[src/rtl/pipe_hazard_ctrl.sv]
// Pipeline sequencing and hazard control: start gating, load-use stall, branch squash, memory freeze and halt drain.
// Optional perf counters are enabled by defining PIPE_HAZARD_CTRL_PERF_CNT_EN.
module pipe_hazard_ctrl #(
  parameter int CNT_W        = 32,
  parameter int DRAIN_CYCLES = 4
) (
  input  logic             clk_i,
  input  logic             rst_i,
  input  logic             start_i,
  input  logic [4:0]       id_rs1_i,
  input  logic [4:0]       id_rs2_i,
  input  logic             id_branch_i,
  input  logic             id_taken_i,
  input  logic             id_halt_i,
  input  logic             ex_memread_i,
  input  logic [4:0]       ex_rd_i,
  input  logic             mem_req_i,
  input  logic             mem_ack_i,
  output logic             pc_write_o,
  output logic             ifid_write_o,
  output logic             ifid_flush_o,
  output logic             idex_nop_o,
  output logic             pipe_hold_o,
  output logic             busy_o,
  output logic             done_o,
  output logic [CNT_W-1:0] stall_cnt_o,
  output logic [CNT_W-1:0] flush_cnt_o
);

  localparam int DW = (DRAIN_CYCLES > 1) ? $clog2(DRAIN_CYCLES) : 1;

  typedef enum logic [2:0] {
    S_IDLE,
    S_RUN,
    S_WAIT,
    S_DRAIN,
    S_DONE
  } state_t;

  state_t        state_q, state_d;
  logic [DW-1:0] drn_q, drn_d;
  logic          lu, mw, br_tk, frz;

  assign lu    = ex_memread_i && (ex_rd_i != 5'd0) &&
                 ((ex_rd_i == id_rs1_i) || (ex_rd_i == id_rs2_i));
  assign mw    = mem_req_i && !mem_ack_i;
  assign br_tk = id_branch_i && id_taken_i;
  // MEM_WAIT keeps the pipe frozen until the ack cycle itself
  assign frz   = (state_q == S_RUN)  ? mw :
                 (state_q == S_WAIT) ? !mem_ack_i : 1'b0;

  always_ff @(posedge clk_i or negedge rst_i) begin
    if (!rst_i) begin
      state_q <= S_IDLE;
      drn_q   <= '0;
    end else begin
      state_q <= state_d;
      drn_q   <= drn_d;
    end
  end

  always_comb begin
    state_d      = state_q;
    drn_d        = drn_q;
    pc_write_o   = 1'b0;
    ifid_write_o = 1'b0;
    ifid_flush_o = 1'b0;
    idex_nop_o   = 1'b1;
    pipe_hold_o  = 1'b0;
    unique case (state_q)
      S_IDLE: begin
        if (start_i) state_d = S_RUN;
      end
      S_RUN, S_WAIT: begin
        if (frz) begin
          idex_nop_o  = 1'b0;
          pipe_hold_o = 1'b1;
        end else if (lu) begin
          idex_nop_o  = 1'b1;
        end else if (br_tk) begin
          pc_write_o   = 1'b1;
          ifid_write_o = 1'b1;
          ifid_flush_o = 1'b1;
          idex_nop_o   = 1'b0;
        end else begin
          pc_write_o   = 1'b1;
          ifid_write_o = 1'b1;
          idex_nop_o   = 1'b0;
        end
        if (state_q == S_WAIT) begin
          if (mem_ack_i) state_d = S_RUN;
        end else if (mw) begin
          state_d = S_WAIT;
        end else if (id_halt_i && !lu) begin
          state_d = S_DRAIN;
          drn_d   = DW'(DRAIN_CYCLES - 1);
        end
      end
      S_DRAIN: begin
        ifid_flush_o = 1'b1;
        ifid_write_o = !mw;
        pipe_hold_o  = mw;
        if (!mw) begin
          if (drn_q == '0) state_d = S_DONE;
          else             drn_d   = drn_q - DW'(1);
        end
      end
      S_DONE: begin
      end
      default: state_d = S_IDLE;
    endcase
  end

  assign busy_o = (state_q == S_RUN) || (state_q == S_WAIT) ||
                  (state_q == S_DRAIN);
  assign done_o = (state_q == S_DONE);

`ifdef PIPE_HAZARD_CTRL_PERF_CNT_EN
  logic [CNT_W-1:0] stall_q, flush_q;
  logic             stall_ev, flush_ev;

  assign stall_ev = (state_q == S_RUN) && !mw && lu;
  assign flush_ev = (state_q == S_RUN) && !mw && !lu && br_tk;

  always_ff @(posedge clk_i or negedge rst_i) begin
    if (!rst_i) begin
      stall_q <= '0;
      flush_q <= '0;
    end else begin
      if (stall_ev) stall_q <= stall_q + CNT_W'(1);
      if (flush_ev) flush_q <= flush_q + CNT_W'(1);
    end
  end

  assign stall_cnt_o = stall_q;
  assign flush_cnt_o = flush_q;
`else
  assign stall_cnt_o = '0;
  assign flush_cnt_o = '0;
`endif

endmodule

[config.mk]
export PLATFORM = sky130hd
export DESIGN_NAME = pipe_hazard_ctrl
export DESIGN_NICKNAME = d
export VERILOG_FILES = /design/src/rtl/pipe_hazard_ctrl.sv
export SDC_FILE = /design/constraint.sdc
export NUM_CORES = 1
export LEC_CHECK = 0
export CAP_MARGIN = 15
export CORE_UTILIZATION = 48
export DETAILED_ROUTE_END_ITERATION = 12
export DONT_BUFFER_PORTS = 1
export GPL_TIMING_DRIVEN = 0
export SYNTH_ARGS = -nofsm -noshare
export SYNTH_HDL_FRONTEND = slang
export SYNTH_SLANG_ARGS = --single-unit
export TNS_END_PERCENT = 50
[constraint.sdc]
create_clock -name clk_i -period 2.1 [get_ports clk_i]
set_input_delay 0.42 -clock clk_i [delete_from_list [all_inputs] [get_ports clk_i]]
set_output_delay 0.42 -clock clk_i [all_outputs]
set_load 0.02 [all_outputs]
==> reports/qor.yml <==
grt_overflow: 0
ys_seq_area_frac: 0.1183
max-cap-violations: 0
nFillCells: 168
synthToLayoutAreaGrowth_pct: 33.49
worst_slack_ns: 0.02227
cp_max_fo: 5
viasPerCell: 3.836
yosysWarnings: 0
r2r_end: "state_q[1]$_DFFE_PN0P_"
worstMarginPinSlew_ns: 0.7225
clock_power_share: 0.103
vias: 890
irDropWorstVdd_mv: 0.4545
synth_seq_cells: 5
wl_um: 2112
routedWlPerCell_um: 9.103
crit_chain: "or4_4, o21ai_4, nor2_4, a221o_1"
track_usage: 0.1844
drtIter0Drc: 19
rrSetupSlack_ns: 0.48
synth_cell_types: 32
clock_path_buffers: 2
multi_input_area_um2: 711.9
setup_viol: 0
hold_end: "drn_q[0]$_DFFE_PN0P_"
ff_latch_area_um2: 126.4
ant_nets: 0
synthCells: 139
std_cell_rows: 16
dpl.hpwl_um: 1821
drv_slew: 0
skew_ns: 0.003886
p_int_mw: 0.5244
die_w_um: 48.93
cts_num_sinks: 5
syn-cell-area_um2: 1057
antenna_found_initial: 0
crit_type: "primary input to primary output"
fin_nets: 231
switching_share: 0.5403
clock_latency_ns: 0.25
routabilityCongestion: 0.7394
hold_depth: 2
htree_levels: 1
fin_crit_sh: 0.9894
cts_tree: "built"
fmax_mhz: 481.3
final_area_um2: 1411
die_y_um: 48.93
cts_made_buffers: 3
r2r_cells: 5
first_pass_iters: 4
path_clk_slew_ns: 0.05
rsz0062_at_grt: "true"
required_ns: 1.68
p_switching_mw: 0.6164
p_comb_frac: 0.697
cp.arrival_ns: 1.66
status: "finished clean"
pwr-share-seq: 0.200
r2r_start: "state_q[1]$_DFFE_PN0P_"
min_path_type: "primary input to flip-flop"
dieArea_um2: 2394
coreArea_um2: 2022
drive_gt1_frac: 0.3805
place_ws_ns: -0.1701
avgSynthCellArea_um2: 7.606
cp_slowest_cell: "or4_4"
startpoint_type: "primary input"
io_pins: 95
p_leak_nw: 0.8150
start_util: 0.5229
portBuffers: 0
finalHoldViolCount: 0
grt_max_degree: 12
dpl_cell_area_um2: 1335
grt_pass1_vias: 826
cts_root_buf: "clkbuf_4"
min_period_ns: 2.078
power_density_nw_per_um2: 808.3
grt_first_pass_wirelength_um: 3463
critical_path.endpoint_type: "primary output"
slowest_delay_ns: 0.53
antenna_cells: 0
slew_headroom: 0.5146
drcViolationCount: 0
hold_start: "id_halt_i"
==> critical path: cells and delay by family <==
kind / cells / cell delay, ns
AND/OR/NAND/NOR: 2 / 0.62
AO/OA/AOI/OAI: 2 / 0.62
==> per-stage QoR <==
stage | std cells | TNS (ns) | utilization | hold slack [ns] | total power, mW
final | 232 | 0 | 0.6980 | 0.3986 | 1.141
after global routing | 232 | -0.01783 | 0.6980 | 0.4198 | 1.234
after CTS | 232 | 0 | 0.6931 | 0.4033 | 1.131
after detailed placement | 229 | -0.2491 | 0.6603 | 0.1245 | 0.9520
after global placement | 229 | -0.2580 | 0.6603 | 0.1245 | 0.9347
after floorplan | 202 | -0.09743 | - | 0.1244 | 0.8572
==> state kept, by name, indices dropped and copies added (netlist names) <==
name	count
drn_q	2
state_q	3
==> synth_stat cells <==
cell type	count	area, µm²
buf_4	64	480.5
mux2i_1	1	10.01
a221o_1	1	10.01
o31ai_1	2	15.01
or2_2	1	6.260
nor2_2	1	6.260
o21ai_4	1	16.27
a211oi_1	1	7.510
a21oi_1	2	10.01
o21a_1	2	15.01
nand3_1	1	5.000
a22oi_2	1	12.51
o21ai_0	4	20.02
nand2_1	4	15.01
o21ai_1	1	5.000
dfrtp_1	5	125.1
a311oi_1	3	26.28
or4_4	1	11.26
nand3b_1	1	7.510
nor2b_1	2	12.51
or4_1	1	7.510
nand2b_1	1	6.260
o32ai_1	1	8.760
nor3_1	6	30.03
inv_1	6	22.52
o21bai_1	2	15.01
nor2_1	7	26.28
conb_1	1	3.750
ha_1	1	12.51
clkbuf_1	2	7.510
a31oi_1	2	12.51
xor2_1	10	87.58
==> final cells by class <==
class	instances	area share
Tap cell	27	0.02394
Inverter	6	0.01596
Buffer	64	0.3404
Clock buffer	4	0.01862
Sequential cell	5	0.08954
Multi-Input combinational cell	125	0.5044
Timing Repair Buffer	1	0.007092
==> routing by layer <==
layer	up-vias	GRT usage	wire length, µm
li1	465	-	-
met2	42	0.3495	1148
met1	379	0.1736	758
met3	4	0.08411	186
met4	0	0.05882	19
met5	-	0	0
==> cell usage in the layout (no fill, tap or decap), types with 3 or more instances in the layout <==
cell,Yosys,routed
nand2_1,4,4
inv_1,6,6
buf_4,64,64
clkbuf_4,0,3
dfrtp_1,5,4
nor3_1,6,4
xor2_1,10,10
nor2_1,7,7
o21ai_0,4,4
conb_1,1,64
a311oi_1,3,3
==> worst max-delay path by stage <==
| stage | start | to | slack [ns] | depth (start not counted) |
|---|---|---|---|---|
| 4_1_cts | ex_rd_i[1] | idex_nop_o | 0.01 | 4 |
| 2_1_floorplan | ex_rd_i[1] | ifid_flush_o | -0.1 | 4 |
| 6_report | ex_rd_i[1] | idex_nop_o | 0.02 | 4 |
| 3_3_place_gp | ex_rd_i[1] | ifid_flush_o | -0.17 | 4 |
| 5_1_grt | ex_rd_i[1] | idex_nop_o | -0.02 | 4 |
| 3_5_place_dp | ex_rd_i[1] | ifid_flush_o | -0.17 | 4 |
==> power by group through the flow <==
stage                     Combinational (mW)  Clock [mW]  Sequential, mW
after floorplan                        0.691           0           0.166
after global placement                 0.763           0           0.172
after detailed placement               0.777           0           0.175
after CTS                              0.785       0.121           0.225
after global routing                   0.869       0.128           0.237
final                                  0.795       0.118           0.228
==> cell families after synthesis <==
| family | synth area share |
|---|---|
| flip-flops | 0.1183 |
| multiplexers | 0.009468 |
| buffers and inverters | 0.4828 |
| AO/OA/AOI/OAI | 0.1645 |
| XOR/XNOR | 0.08284 |
| adder cells (fa/ha/maj) | 0.01183 |
| AND/OR/NAND/NOR | 0.1266 |
| other | 0.003547 |
==> repair_timing <==
action                     4_1_cts  5_1_grt
buffers inserted                 0        0
resized for setup                6        2
pin swaps                        2        1
hold endpoints to repair         5        0
setup endpoints to repair        3        3
hold buffers                     1        0
Power figures use the tool's default switching activity.
